## config.mk

```make
export PLATFORM = sky130hd
export DESIGN_NAME = merge_sched_flat
export DESIGN_NICKNAME = d
export VERILOG_FILES = /design/src/rtl/merge_sched_if.sv /design/src/rtl/merge_sched.sv /design/src/flat_wrapper.sv
export SDC_FILE = /design/constraint.sdc
export NUM_CORES = 1
export LEC_CHECK = 0
export CAP_MARGIN = 20
export CORE_MARGIN = 2
export CORE_UTILIZATION = 47
export DETAILED_ROUTE_END_ITERATION = 12
export GPL_TIMING_DRIVEN = 0
export HOLD_SLACK_MARGIN = 0.05
export PLACE_DENSITY = 0.77
export SLEW_MARGIN = 20
export SYNTH_ARGS = -nofsm -noshare
export SYNTH_HDL_FRONTEND = slang
export SYNTH_SLANG_ARGS = --single-unit
```

## constraint.sdc

```tcl
create_clock -name clk -period 2.4 [get_ports clk]
set_input_delay 0.48 -clock clk [delete_from_list [all_inputs] [get_ports clk]]
set_output_delay 0.48 -clock clk [all_outputs]
set_load 0.05 [all_outputs]
```

## src/rtl/merge_sched_if.sv

```systemverilog
// merge_sched_if: handshake bundle between a merge-router join point and its
// sequencing controller.
//   cfg_valid/cfg_ready/cfg_mask/cfg_sel/cfg_len : job descriptor channel
//   in_valid/in_ready                            : per-port input FIFO status / pop
//   out_valid/out_ready                          : per-port merged-flit handshake
// master = descriptor source and stream environment, slave = merge_sched.
interface merge_sched_if #(
  parameter int NUM_IN = 5,
  parameter int CNT_W  = 16
);
  logic              cfg_valid;
  logic              cfg_ready;
  logic [NUM_IN-1:0] cfg_mask;
  logic [NUM_IN-1:0] cfg_sel;
  logic [CNT_W-1:0]  cfg_len;
  logic [NUM_IN-1:0] in_valid;
  logic [NUM_IN-1:0] in_ready;
  logic [NUM_IN-1:0] out_valid;
  logic [NUM_IN-1:0] out_ready;

  modport master (
    output cfg_valid, cfg_mask, cfg_sel, cfg_len, in_valid, out_ready,
    input  cfg_ready, in_ready, out_valid
  );

  modport slave (
    input  cfg_valid, cfg_mask, cfg_sel, cfg_len, in_valid, out_ready,
    output cfg_ready, in_ready, out_valid
  );
endinterface

```

## src/rtl/merge_sched.sv

```systemverilog
// merge_sched: sequencing controller for one merge-router join point.
// Accepts a descriptor (input mask, one-hot output select, flit count), then
// gates the join of the masked inputs so exactly len merged flits pass,
// popping all masked inputs in lock-step. Pulses done on completion and
// flags a partial join that stalls for TIMEOUT cycles.
// Ports:
//   clk, rst     : clock, asynchronous active-high reset
//   bus          : merge_sched_if slave (descriptor + stream handshakes)
//   abort        : synchronous job cancel
//   busy         : high while a job runs
//   done         : one-cycle pulse at job completion
//   err_cfg      : one-cycle pulse when a descriptor is rejected
//   err_timeout  : sticky watchdog error, cleared by abort
//   flit_cnt     : merged flits completed in the current or last job
module merge_sched #(
  parameter int NUM_IN  = 5,
  parameter int CNT_W   = 16,
  parameter int TIMEOUT = 1024
) (
  input  logic             clk,
  input  logic             rst,
  merge_sched_if.slave     bus,
  input  logic             abort,
  output logic             busy,
  output logic             done,
  output logic             err_cfg,
  output logic             err_timeout,
  output logic [CNT_W-1:0] flit_cnt
);
  localparam int STALL_W = $clog2(TIMEOUT + 1);
  localparam logic [NUM_IN-1:0]  IN_ONE    = NUM_IN'(1);
  localparam logic [CNT_W-1:0]   CNT_ONE   = CNT_W'(1);
  localparam logic [STALL_W-1:0] STALL_ONE = STALL_W'(1);
  localparam logic [STALL_W-1:0] STALL_MAX = STALL_W'(TIMEOUT);

  typedef enum logic [1:0] {
    S_IDLE = 2'd0,
    S_RUN  = 2'd1,
    S_DONE = 2'd2,
    S_ERR  = 2'd3
  } state_t;

  state_t             state_q, state_d;
  logic [NUM_IN-1:0]  mask_q, mask_d;
  logic [NUM_IN-1:0]  sel_q, sel_d;
  logic [CNT_W-1:0]   len_q, len_d;
  logic [CNT_W-1:0]   cnt_q, cnt_d;
  logic [STALL_W-1:0] stall_q, stall_d;
  logic               err_cfg_q, err_cfg_d;
  logic               err_to_q, err_to_d;

  logic run, all_v, rdy, any_mv, fire, partial, cfg_ok;

  function automatic logic is_onehot(input logic [NUM_IN-1:0] v);
    return (v != '0) && ((v & (v - IN_ONE)) == '0);
  endfunction

  // Join logic: zero-latency; out_valid never looks at out_ready so the
  // downstream ready path cannot loop back through out_valid.
  always_comb begin
    run     = (state_q == S_RUN);
    all_v   = &(~mask_q | bus.in_valid);
    rdy     = |(sel_q & bus.out_ready);
    any_mv  = |(mask_q & bus.in_valid);
    partial = any_mv & ~all_v;
    fire    = run & all_v & rdy & ~abort;
    cfg_ok  = (bus.cfg_mask != '0) && is_onehot(bus.cfg_sel) && (bus.cfg_len != '0);
    bus.out_valid = run ? (sel_q & {NUM_IN{all_v}}) : '0;
    bus.in_ready  = mask_q & {NUM_IN{fire}};
  end

  // Status outputs are decoded straight from flops.
  always_comb begin
    bus.cfg_ready = (state_q == S_IDLE);
    busy          = (state_q == S_RUN);
    done          = (state_q == S_DONE);
    err_cfg       = err_cfg_q;
    err_timeout   = err_to_q;
    flit_cnt      = cnt_q;
  end

  // Next-state: descriptor check, flit counting, watchdog and abort.
  always_comb begin
    state_d   = state_q;
    mask_d    = mask_q;
    sel_d     = sel_q;
    len_d     = len_q;
    cnt_d     = cnt_q;
    stall_d   = stall_q;
    err_to_d  = err_to_q;
    err_cfg_d = 1'b0;
    case (state_q)
      S_IDLE: begin
        // abort outranks a descriptor offered in the same cycle
        if (abort) begin
          state_d = S_IDLE;
        end else if (bus.cfg_valid) begin
          if (cfg_ok) begin
            mask_d  = bus.cfg_mask;
            sel_d   = bus.cfg_sel;
            len_d   = bus.cfg_len;
            cnt_d   = '0;
            stall_d = '0;
            state_d = S_RUN;
          end else begin
            err_cfg_d = 1'b1;
          end
        end else begin
          state_d = S_IDLE;
        end
      end
      S_RUN: begin
        if (abort) begin
          state_d  = S_IDLE;
          stall_d  = '0;
          err_to_d = 1'b0;
        end else if (fire) begin
          // fire always beats the stall limit
          cnt_d   = cnt_q + CNT_ONE;
          stall_d = '0;
          if (cnt_q == len_q - CNT_ONE) begin
            state_d = S_DONE;
          end else begin
            state_d = S_RUN;
          end
        end else if (partial) begin
          stall_d = stall_q + STALL_ONE;
          if (stall_q == STALL_MAX - STALL_ONE) begin
            err_to_d = 1'b1;
            state_d  = S_ERR;
          end else begin
            state_d = S_RUN;
          end
        end else begin
          // no masked input valid, or full join held by backpressure
          stall_d = '0;
        end
      end
      S_DONE: begin
        state_d = S_IDLE;
        if (abort) begin
          stall_d  = '0;
          err_to_d = 1'b0;
        end else begin
          stall_d = stall_q;
        end
      end
      S_ERR: begin
        if (abort) begin
          state_d  = S_IDLE;
          stall_d  = '0;
          err_to_d = 1'b0;
        end else begin
          state_d = S_ERR;
        end
      end
      default: begin
        state_d = S_IDLE;
      end
    endcase
  end

  // State and datapath registers.
  always_ff @(posedge clk or posedge rst) begin
    if (rst) begin
      state_q   <= S_IDLE;
      mask_q    <= '0;
      sel_q     <= '0;
      len_q     <= '0;
      cnt_q     <= '0;
      stall_q   <= '0;
      err_cfg_q <= 1'b0;
      err_to_q  <= 1'b0;
    end else begin
      state_q   <= state_d;
      mask_q    <= mask_d;
      sel_q     <= sel_d;
      len_q     <= len_d;
      cnt_q     <= cnt_d;
      stall_q   <= stall_d;
      err_cfg_q <= err_cfg_d;
      err_to_q  <= err_to_d;
    end
  end
endmodule

```

## src/flat_wrapper.sv

```systemverilog
// flat-port wrapper written by rule: the top's interface ports become plain ports
module merge_sched_flat 
#(
  parameter int NUM_IN  = 5,
  parameter int CNT_W   = 16,
  parameter int TIMEOUT = 1024
)
  (clk, rst, abort, busy, done, err_cfg, err_timeout, flit_cnt, bus_cfg_valid, bus_cfg_mask, bus_cfg_sel, bus_cfg_len, bus_in_valid, bus_out_ready, bus_cfg_ready, bus_in_ready, bus_out_valid);
  merge_sched_if #(.NUM_IN(NUM_IN), .CNT_W(CNT_W)) bus_i ();
  input  logic clk;
  input  logic rst;
  input  logic abort;
  output logic busy;
  output logic done;
  output logic err_cfg;
  output logic err_timeout;
  output logic [CNT_W-1:0] flit_cnt;
  input wire logic [$bits(bus_i.cfg_valid)-1:0] bus_cfg_valid;
  input wire logic [$bits(bus_i.cfg_mask)-1:0] bus_cfg_mask;
  input wire logic [$bits(bus_i.cfg_sel)-1:0] bus_cfg_sel;
  input wire logic [$bits(bus_i.cfg_len)-1:0] bus_cfg_len;
  input wire logic [$bits(bus_i.in_valid)-1:0] bus_in_valid;
  input wire logic [$bits(bus_i.out_ready)-1:0] bus_out_ready;
  output wire logic [$bits(bus_i.cfg_ready)-1:0] bus_cfg_ready;
  output wire logic [$bits(bus_i.in_ready)-1:0] bus_in_ready;
  output wire logic [$bits(bus_i.out_valid)-1:0] bus_out_valid;
  assign bus_i.cfg_valid = bus_cfg_valid;
  assign bus_i.cfg_mask = bus_cfg_mask;
  assign bus_i.cfg_sel = bus_cfg_sel;
  assign bus_i.cfg_len = bus_cfg_len;
  assign bus_i.in_valid = bus_in_valid;
  assign bus_i.out_ready = bus_out_ready;
  assign bus_cfg_ready = bus_i.cfg_ready;
  assign bus_in_ready = bus_i.in_ready;
  assign bus_out_valid = bus_i.out_valid;
  merge_sched #(.NUM_IN(NUM_IN), .CNT_W(CNT_W), .TIMEOUT(TIMEOUT)) u_core (.clk(clk), .rst(rst), .bus(bus_i), .abort(abort), .busy(busy), .done(done), .err_cfg(err_cfg), .err_timeout(err_timeout), .flit_cnt(flit_cnt));
endmodule
```

==> results.toml <==
[drt]
vias = 3332
wl_mm = 9.48
drtAntennaViolNets = 0
post_drt_wl_per_cell_um = 15.6
dr.first_iter.drc_count = 187
vias_per_cell = 5.48
drc = 0
first_pass_iters = 5

[cells_and_area]
fin_area_um2 = 4810
layout.nets = 548
area_growth_pct = 39.9
insertedDiodeCount = 0
fill_cells = 582
drive_gt1_frac = 0.200

[power]
total_power_mw = 3.99
power.density_nw_per_um2 = 830
peakVddDrop_mv = 0.605
p_leak_nw = 2.16

[timing]
rsz0062_at_grt = "true"
fin_crit_sh = 1.02
hold_viol_final = 0
max_freq_mhz = 408
fin_worst_skew_ns = 0.00979
slew_violations = 0
setup_viol = 7
slew_headroom = 0.532
min_period_ns = 2.45
worst_pin_slew_ns = 0.702
fin_ws_ns = -0.0504
totalNegativeSetupSlack_ns = -0.285

[yosys]
ys.flop_type = "dfrtp_1"
synth_top_area_share = 0.415
synth-edff-count = 0
synthArstFlopShare = 1.00
netlist_top_cells_count = "nand2_1, dfrtp_1, nor2_1, xnor2_1, o21ai_1"
syn_nets = 445
syn_area_per_cell_um2 = 8.55
ys_warn_count = 0
syn_area_um2 = 3440
synth_cell_type_count = 58
synth_seq_area_share = 0.415
yosysTopAreaCell = "dfrtp_1"
netlist_instances = 402
synthTopCellsByArea = "dfrtp_1, nand2_1, xnor2_1, nor2_1, xor2_1"
ys_ff_latch = 57
synth_most_common_cell = "nand2_1"

[cts]
cts_buffers = 9
cts_tree = "done"
clkLatencyLatePin_ns = 0.33
h-tree-depth = 3
clk_path_buf_depth = 2
cts_hold_buf = 0
path_clk_slew_ns = 0.06
clock-sinks = 57
cts-root-buf = "clkbuf_8"

[worst_setup_path]
start_kind = "flip-flop"
worstPathCellList = "or3b_4, a221oi_2, and3_4, buf_6, and2_4, buf_8"
crit_type = "reg2out"
cp_data_arrival_time_ns = 1.97
crit_path_max_incr_delay_ns = 0.43
endpoint_kind = "primary output"
cp.required_ns = 1.92
critical_path.max_fanout = 5
cpMaxStageDelayCell = "dfrtp_2"

[global_route]
grt_max_degree = 58
grt_antenna_before_repair = 0
grt_pass1_vias = 3235
grtUsageTotal = 0.242
grt_pass1_wl_mm = 14.9
grt_overflow = 0

[outcome]
outcome = "complete, but fails checks"
failed_checks = "negative setup slack"

[worst_hold_path]
hp-class = "in2reg"

[die]
initial_core_util = 0.479
core_um2 = 7180
die_w_um = 89.5
fp-row-count = 31
io_pins = 71
dieArea_um2 = 8010
die_y_um = 89.5

[run]
maxCapViolations = 0

[place]
gp_congestion = 0.820
dpl_cell_area_um2 = 4270
dp_slack_ns = -0.980
dp_hpwl_mm = 6.42
portBuffers = 70
==> layer usage <==
layer  up-vias  global-route usage  wire length, um
li1       1616                   -                -
met1      1584               0.299             4060
met2       112               0.424             4790
met3        20              0.0591              443
met4         0              0.0651              180
met5         -                   0                0
==> worst max-delay path: cells and delay by family, from the launching register on <==
kind	cells	cell delay, ns
compound gates	1	0.18
buf+inv	2	0.26
flops	1	0.43
simple gates	3	0.77
==> state kept, by name, indices dropped and copies added (netlist names) <==
name                flops
u_core.err_timeout      1
u_core.len_q           16
u_core.state_q          2
u_core.sel_q            5
u_core.flit_cnt        16
u_core.mask_q           5
u_core.stall_q         11
u_core.err_cfg          1
==> cell usage in the layout (no fill, tap or decap), types with 7 or more instances in the layout <==
cell             synthesis  final
a21oi_1                  9      9
buf_4                    0     24
buf_6                    2      7
clkbuf_8                 0     10
clkdlybuf4s50_1          0     51
dfrtp_1                 57     54
inv_1                   14     11
nand2_1                 91     91
nand3_1                 10      8
nand4_1                  7      7
nor2_1                  28     28
nor3_1                  12     11
o21ai_0                 13     13
o21ai_1                 17     17
xnor2_1                 22     22
xor2_1                  11     11
==> kinds of logic (layout without fill, tap and decap cells) <==
group	count (synthesis)	after routing	synth area share
buffers and inverters	29	135	0.0364
XOR/XNOR	33	33	0.0841
adder cells (fa/ha/maj)	3	3	0.0109
flip-flops	57	57	0.415
AO/OA/AOI/OAI	67	68	0.137
AND/OR/NAND/NOR	211	211	0.311
multiplexers	2	2	0.00619
==> final timing paths <==
| kind | start | end | slack [ns] | cells after the start |
|---|---|---|---|---|
| setup / recovery | u_core.state_q[1] | bus_in_ready[1] | -0.05 | 6 |
| hold / removal | abort | u_core.err_timeout | 0.44 | 2 |
| setup reg to reg | u_core.state_q[1] | u_core.state_q[0] | -0.04 | 8 |
| hold reg to reg | u_core.stall_q[10] | u_core.stall_q[10] | 0.49 | 1 |
| max in group asynchronous | rst | u_core.len_q[0] | 1.27 | 2 |
| min in group asynchronous | rst | u_core.stall_q[8] | 0.61 | 2 |
==> power by group <==
group          total (mW)  switching, mW  internal, mW
Clock               0.765          0.371         0.394
Combinational        1.73          0.955         0.775
Sequential           1.50          0.309          1.19
Total                3.99           1.64          2.36
==> what timing repair did <==
item / 4_1_cts / 5_1_grt
buffers inserted: 7 / 14
endpoints found under the setup margin: 46 / 62
gates cloned: 2 / 1
pin swaps: 5 / 17
resized for setup: 97 / 43
==> stage by stage <==
stage | hold slack, ns | utilization | std cells
6_report | 0.439 | 0.670 | 608
5_1_grt | 0.444 | 0.670 | 608
4_1_cts | 0.490 | 0.637 | 594
3_5_place_dp | 0.482 | 0.595 | 571
3_3_place_gp | 0.470 | 0.594 | 571
2_1_floorplan | 0.451 | - | 402
==> area by class of cell <==
cell class,instances,area [um^2],area share
Tap cell,99,124,0.0258
Inverter,15,58.8,0.0122
Sequential cell,57,1430,0.297
Timing Repair Buffer,93,898,0.187
Clock buffer,12,145,0.0302
Buffer,12,80.1,0.0167
Clock inverter,3,17.5,0.00364
Multi-Input combinational cell,317,2050,0.427
Note: power is estimated with default switching activity, not from simulation.
